==> src/rtl/izh_cfg_pkg.sv <==
// Shared types and neuron preset constants for the Izhikevich configuration sequencer.
package izh_cfg_pkg;

  typedef enum logic [2:0] {
    ST_IDLE     = 3'd0,
    ST_LOAD     = 3'd1,
    ST_WAIT_RDY = 3'd2,
    ST_RUN      = 3'd3,
    ST_ERROR    = 3'd4
  } state_t;

  localparam int FRAME_W = 64;

  // Q8.8 signed parameter words; presets only override the fields that differ from RS.
  localparam logic [15:0] RS_A = 16'h0005;
  localparam logic [15:0] RS_B = 16'h0033;
  localparam logic [15:0] RS_C = 16'hBF00;
  localparam logic [15:0] RS_D = 16'h0800;
  localparam logic [15:0] IB_C = 16'hC900;
  localparam logic [15:0] IB_D = 16'h0400;
  localparam logic [15:0] CH_C = 16'hCE00;
  localparam logic [15:0] CH_D = 16'h0200;
  localparam logic [15:0] FS_A = 16'h001A;
  localparam logic [15:0] FS_D = 16'h0200;

  function automatic logic [FRAME_W-1:0] preset_word(input logic [1:0] sel);
    logic [15:0] a, b, c, d;
    a = RS_A;
    b = RS_B;
    c = RS_C;
    d = RS_D;
    case (sel)
      2'd1: begin c = IB_C; d = IB_D; end
      2'd2: begin c = CH_C; d = CH_D; end
      2'd3: begin a = FS_A; d = FS_D; end
      default: ;
    endcase
    return {a, b, c, d};
  endfunction

endpackage

==> src/rtl/izh_param_serializer.sv <==
// Shifts a 64-bit parameter frame out MSB first, holding each bit for BIT_CYCLES enabled cycles.
module izh_param_serializer
  import izh_cfg_pkg::*;
#(
  parameter int BIT_CYCLES = 1
) (
  input  logic               clk,
  input  logic               reset,
  input  logic               enable,
  input  logic               load,
  input  logic [FRAME_W-1:0] frame,
  output logic               load_mode,
  output logic               serial_data,
  output logic               last_bit_done
);

  localparam int CYC_W = (BIT_CYCLES > 1) ? $clog2(BIT_CYCLES) : 1;

  logic [FRAME_W-1:0] shift_reg;
  logic [CYC_W-1:0]   cyc_cnt;
  logic [5:0]         bit_cnt;
  logic               bit_done;

  assign bit_done      = (cyc_cnt == CYC_W'(BIT_CYCLES - 1));
  // Decoded from registers so the FSM leaves LOAD on the same edge load_mode drops.
  assign last_bit_done = load_mode && bit_done && (bit_cnt == 6'd63);

  always_ff @(posedge clk) begin
    if (reset) begin
      // NOTE: the shift register is reset along with the control state so an aborted frame leaves no stale bits.
      shift_reg   <= '0;
      cyc_cnt     <= '0;
      bit_cnt     <= '0;
      load_mode   <= 1'b0;
      serial_data <= 1'b0;
    end else if (enable) begin
      // NOTE: sequential state uses non-blocking assignments so every branch sees pre-edge values.
      if (load) begin
        shift_reg   <= frame;
        serial_data <= frame[FRAME_W-1];
        load_mode   <= 1'b1;
        cyc_cnt     <= '0;
        bit_cnt     <= '0;
      end else if (load_mode) begin
        if (bit_done) begin
          cyc_cnt <= '0;
          if (bit_cnt == 6'd63) begin
            load_mode   <= 1'b0;
            serial_data <= 1'b0;
          end else begin
            shift_reg   <= {shift_reg[FRAME_W-2:0], 1'b0};
            serial_data <= shift_reg[FRAME_W-2];
            bit_cnt     <= bit_cnt + 6'd1;
          end
        end else begin
          cyc_cnt <= cyc_cnt + CYC_W'(1);
        end
      end
    end
  end

endmodule

==> src/rtl/izh_config_sequencer.sv <==
// Run-control FSM: loads a neuron preset through the serializer, waits for the loader, then counts spikes.
module izh_config_sequencer
  import izh_cfg_pkg::*;
#(
  parameter int BIT_CYCLES = 1,
  parameter int TIMEOUT    = 256,
  parameter int CNT_W      = 8
) (
  input  logic             clk,
  input  logic             reset,
  input  logic             enable,
  input  logic             start,
  input  logic [1:0]       preset_sel,
  input  logic             params_ready,
  input  logic             spike_in,
  output logic             load_mode,
  output logic             serial_data,
  output logic             input_enable,
  output logic             busy,
  output logic             error,
  output logic [CNT_W-1:0] spike_count,
  output logic [2:0]       state_code
);

  localparam int TO_W = $clog2(TIMEOUT + 1);

  state_t          state;
  logic [TO_W-1:0] to_cnt;
  logic            start_ok;
  logic            last_bit_done;

  // start is only honoured outside an active configuration.
  assign start_ok   = start && (state == ST_IDLE || state == ST_RUN || state == ST_ERROR);
  assign state_code = state;

  izh_param_serializer #(
    .BIT_CYCLES(BIT_CYCLES)
  ) u_serializer (
    .clk          (clk),
    .reset        (reset),
    .enable       (enable),
    .load         (start_ok),
    .frame        (preset_word(preset_sel)),
    .load_mode    (load_mode),
    .serial_data  (serial_data),
    .last_bit_done(last_bit_done)
  );

  always_ff @(posedge clk) begin
    if (reset) begin
      state        <= ST_IDLE;
      to_cnt       <= '0;
      input_enable <= 1'b0;
      busy         <= 1'b0;
      error        <= 1'b0;
      spike_count  <= '0;
    end else if (enable) begin
      case (state)
        ST_IDLE, ST_ERROR: begin
          if (start_ok) begin
            state       <= ST_LOAD;
            busy        <= 1'b1;
            error       <= 1'b0;
            spike_count <= '0;
          end
        end
        ST_LOAD: begin
          if (last_bit_done) begin
            state  <= ST_WAIT_RDY;
            to_cnt <= '0;
          end
        end
        ST_WAIT_RDY: begin
          // params_ready is tested first so it wins over a coincident timeout.
          if (params_ready) begin
            state        <= ST_RUN;
            busy         <= 1'b0;
            input_enable <= 1'b1;
          end else if (to_cnt == TO_W'(TIMEOUT - 1)) begin
            state <= ST_ERROR;
            busy  <= 1'b0;
            error <= 1'b1;
          end else begin
            to_cnt <= to_cnt + TO_W'(1);
          end
        end
        ST_RUN: begin
          if (start_ok) begin
            state        <= ST_LOAD;
            busy         <= 1'b1;
            input_enable <= 1'b0;
            spike_count  <= '0;
          end else if (spike_in && (spike_count != '1)) begin
            spike_count <= spike_count + CNT_W'(1);
          end
        end
        default: begin
          state        <= ST_IDLE;
          busy         <= 1'b0;
          input_enable <= 1'b0;
        end
      endcase
    end
  end

endmodule

==> config.mk <==
export PLATFORM = sky130hd
export DESIGN_NAME = izh_config_sequencer
export DESIGN_NICKNAME = d
export VERILOG_FILES = /design/src/rtl/izh_cfg_pkg.sv /design/src/rtl/izh_param_serializer.sv /design/src/rtl/izh_config_sequencer.sv
export SDC_FILE = /design/constraint.sdc
export NUM_CORES = 1
export LEC_CHECK = 0
export ABC_AREA = 0
export BUFFER_PORTS_ARGS = -buffer_cell sky130_fd_sc_hd__buf_2
export CAP_MARGIN = 10
export CORE_UTILIZATION = 25
export CTS_BUF_LIST = sky130_fd_sc_hd__clkbuf_4 sky130_fd_sc_hd__clkbuf_8
export CTS_CLUSTER_SIZE = 20
export DETAILED_ROUTE_END_ITERATION = 12
export PLACE_DENSITY = 0.43
export SKIP_CTS_REPAIR_TIMING = 1
export SLEW_MARGIN = 20
export SYNTH_ARGS = -nofsm -noshare
export SYNTH_HDL_FRONTEND = slang
export SYNTH_SLANG_ARGS = --single-unit
==> constraint.sdc <==
create_clock -name clk -period 4.4 [get_ports clk]
set_clock_uncertainty 0.15 [all_clocks]
set_input_delay 1.1 -clock clk [delete_from_list [all_inputs] [get_ports clk]]
set_output_delay 1.1 -clock clk [all_outputs]
set_load 0.05 [all_outputs]
==> impl_results.md <==
* Outcome: finished, final reports clean
* Layout cell share with drive strength beyond 1 at 0.1207
* CP Max Fanout at 10
* Initial antenna violation count at 0
* CP dominant cell by count: and3_1
* Fill count at approximately 1600
* Stages on worst setup path at 9
* Fmax at 0.3696 GHz
* Synth area leaders: dfxtp_1 (46%), a22oi_1 (7.5%), nor2_1 (7.4%)
* Die width at 123.5 um
* Max FFs per register at 54
* TritonCTS clock tree: yes
* Final setup viols at 0
* Post-synthesis mux area share at 0.002713
* PD cells at 390.1 nW/um^2
* Cell taking the most area after synthesis: dfxtp_1
* Clk slew on worst S/H paths at 90 ps
* Hold/Removal Path Class: flip-flop to flip-flop
* FF-to-FF path depth at 9
* Die area at 15250 sq um
* Synth Register Bits at 85
* Most Crowded Layer GR: met2
* CP required at 4550 ps
* Synth Area in XOR/XNOR at 0.004747
* Largest net degree at the start of global routing at roughly 50
* Post-synthesis adder-cell area fraction at 0.03052
* Largest family of logic cells by synthesized area: compound AO/OA/AOI/OAI gates
* Reg2reg setup slack at 1690 ps
* Pwr Total at 1.614 mW
* RSZ-0062 raised after global routing: no
* Crit-path cells: ha_1 > and3_1 > and3_1 > and3_1 > ha_1 > nor3_1 > o21ai_1 > or3_1 > a21oi_1
* Synth Cell Area at approximately 3700 sq um
* Worst-case clock buffer depth at 2
* Crit path time final at 2706 ps
* Antenna-violating nets left at 0
* CTS root buf: clkbuf_8
* # port buffers at 23
* Initial Utilization at 0.2548
* Worst skew pair latency at 370 ps
* DR vias at 3029
* Max-slew headroom at 0.4372
* Hold depth at 2
* GPL Wtd Cong at approximately 0.77
* DP HPWL at 5122 um
* Final TNS setup at 0 ps
* Syn nets at approximately 450
* Hold Startpoint: u_serializer.shift_reg[25]$_SDFFE_PP0P_
* Fin nets at about 450
* Mean cell area of the mapped netlist at 8.621 sq um
* Row cnt at 44
* First-pass GRT wire length at 13140 um
* DR iter-0 viols at 277
* Crit path largest cell delay at 420 ps
* Num CTS Buffers at 9
* Via density at roughly 4.9
* Global Route met3 Usage at 0.03229
* Boundary Pins at 24
* # diodes at 0
* YS warnings at 0
* Area added between synthesis and finish at 12.11%
* Area of the multi-input gates at 1794 sq um
* Router iterations before antenna repair at 4
* CP max stage cell: or3_1
* Lkg Pwr at 1.455 nW
* Compound-Gate Fraction of Synth Area at 0.2428
* GR Util met2 at 0.1784
* Cells after Synth at 428
* CP bufs+invs at 0
* Number of synthesized flops with an enable pin at 0
* Hold EP: u_serializer.shift_reg[25]$_SDFFE_PP0P_
* # DRC at 0
* Top cell type's share of synthesized area at 0.4612
* Async SR Flop Fraction at 0
* Sink Count at 85
* Sequential cell area at about 1700 sq um
* CP arrival at 2850 ps
* Gr usage total at 0.1106
* Max-cap violation count at 0
* H-tree levels at 3
* Max-slew violation count at 0
* Total gr overflow at 0
* Startpoint types: flip-flop
* Die height at 123.5 um
* M1 GR Usage at 0.1390
* Peak supply drop at 0.1351 mV
* Reg2reg start: to_cnt[0]$_SDFFE_PP0P_
* Ys flop type: dfxtp_1
* Core Area at 14480 sq um
* Avg WL per Cell at between 10 and 15 um
* Worst reg2reg path endpoint: to_cnt[8]$_SDFFE_PP0P_
* Worst setup path category: flip-flop to flip-flop
* Worst setup EP type: flip-flop
* Synth Area in Simple Gates at 0.2055
* Fin crit share at 0.6150
* Worst slew pin tran at 842.3 ps
* Final Hold Viols at 0
* Synth cell types at between 40 and 50
* Vias in the first global route at around 2700
* Register area share after synthesis at 0.4612
* Detailed Route WL at approximately 8000 um
* Largest delay share family, worst path: simple AND/OR/NAND/NOR gates
## cell type report
cell class                 count  share of cell area
clock buffer                  10             0.03176
inverter                       8            0.007260
tap                          184             0.05566
timing repair buffer          25             0.03146
sequential                    85              0.4114
clock inverter                 6             0.02874
multi-input combinational    305              0.4338
## worst reg2reg max path: cells and delay by family (launching register included)
kind,cells,cell delay [ps]
AOI/OAI and AO/OA,2,430
adders and majority gates,2,440
DFF,1,340
and+or+nand+nor,5,1270
## power breakdown
part | internal [mW] | total [mW] | switching, mW | leakage, nW
sequential | 0.787 | 0.800 | 0.0127 | 0.688
combinational | 0.0352 | 0.122 | 0.0867 | 0.640
clock | 0.391 | 0.692 | 0.302 | 0.126
total | 1.21 | 1.61 | 0.401 | 1.45
## synth_stat cells, types with 3 or more instances
library cell	instances
ha_1	9
nor3_1	18
o22ai_1	6
o31ai_1	4
a311oi_1	3
nand2_1	31
a21oi_1	22
inv_1	8
a211oi_1	5
a31oi_1	5
a22oi_1	37
o211ai_1	11
and3_1	5
dfxtp_1	85
a21oi_2	7
buf_2	11
nor2_1	73
clkbuf_1	13
a21boi_0	3
or3_1	4
nand3_1	7
buf_6	4
o21ai_0	13
nand4_1	6
nand2b_1	7
## per-layer routing
| metal | share of wire | vias to the layer above |
|---|---|---|
| met2 | 0.44 | 58 |
| met4 | 0.013 | 0 |
| met3 | 0.043 | 10 |
| met1 | 0.51 | 1403 |
| met5 | 0 | - |
| li1 | - | 1558 |
## layout by cell type, fill, tap and decap left out, types with 2 or more instances in the layout
master	count
a211oi_1	5
a21boi_0	3
a21oi_1	22
a21oi_2	7
a22oi_1	37
a311oi_1	3
a31oi_1	5
a41oi_1	2
and2_1	2
and3_1	5
buf_2	23
buf_4	2
bufinv_16	3
clkbuf_8	9
dfxtp_1	85
ha_1	9
inv_1	8
nand2_1	31
nand2b_1	7
nand3_1	7
nand3b_1	2
nand4_1	6
nor2_1	73
nor3_1	18
o211a_1	2
o211ai_1	11
o21ai_0	13
o21ai_1	2
o22ai_1	6
o31ai_1	4
or2_2	2
or3_1	4
xnor2_1	2
## per-stage QoR
stage               hold WS [ps]  instances  instance area, sq um    util  setup slack, ps
floorplan                  281.9        428                  3690       -             1909
detailed placement         299.8        607                  3886  0.2684             1353
CTS                        315.0        623                  4136  0.2857             1662
finish                     313.4        623                  4136  0.2857             1694
global route               336.8        623                  4136  0.2857             1479
global placement           289.1        607                  3886  0.2684             1395
## cells by family (layout without fill, tap and decap cells)
family / after synthesis / count (layout)
simple gates: 164 / 164
compound gates: 129 / 129
flops: 85 / 85
buf+inv: 38 / 49
fa+ha+maj: 9 / 9
xor+xnor: 2 / 2
mux: 1 / 1
## how the worst max path moves through the flow
stage / slack [ps] / from / endpoint
after floorplan: 1910 / start / spike_count[4]$_SDFFE_PP0P_
after global placement: 1400 / start / u_serializer.shift_reg[49]$_SDFFE_PP0P_
after detailed placement: 1350 / enable / u_serializer.shift_reg[29]$_SDFFE_PP0P_
after CTS: 1660 / to_cnt[0]$_SDFFE_PP0P_ / to_cnt[8]$_SDFFE_PP0P_
after global routing: 1480 / to_cnt[0]$_SDFFE_PP0P_ / state_code[0]$_SDFFE_PP0P_
final: 1690 / to_cnt[0]$_SDFFE_PP0P_ / to_cnt[8]$_SDFFE_PP0P_
(Power assumes the default switching activity.)
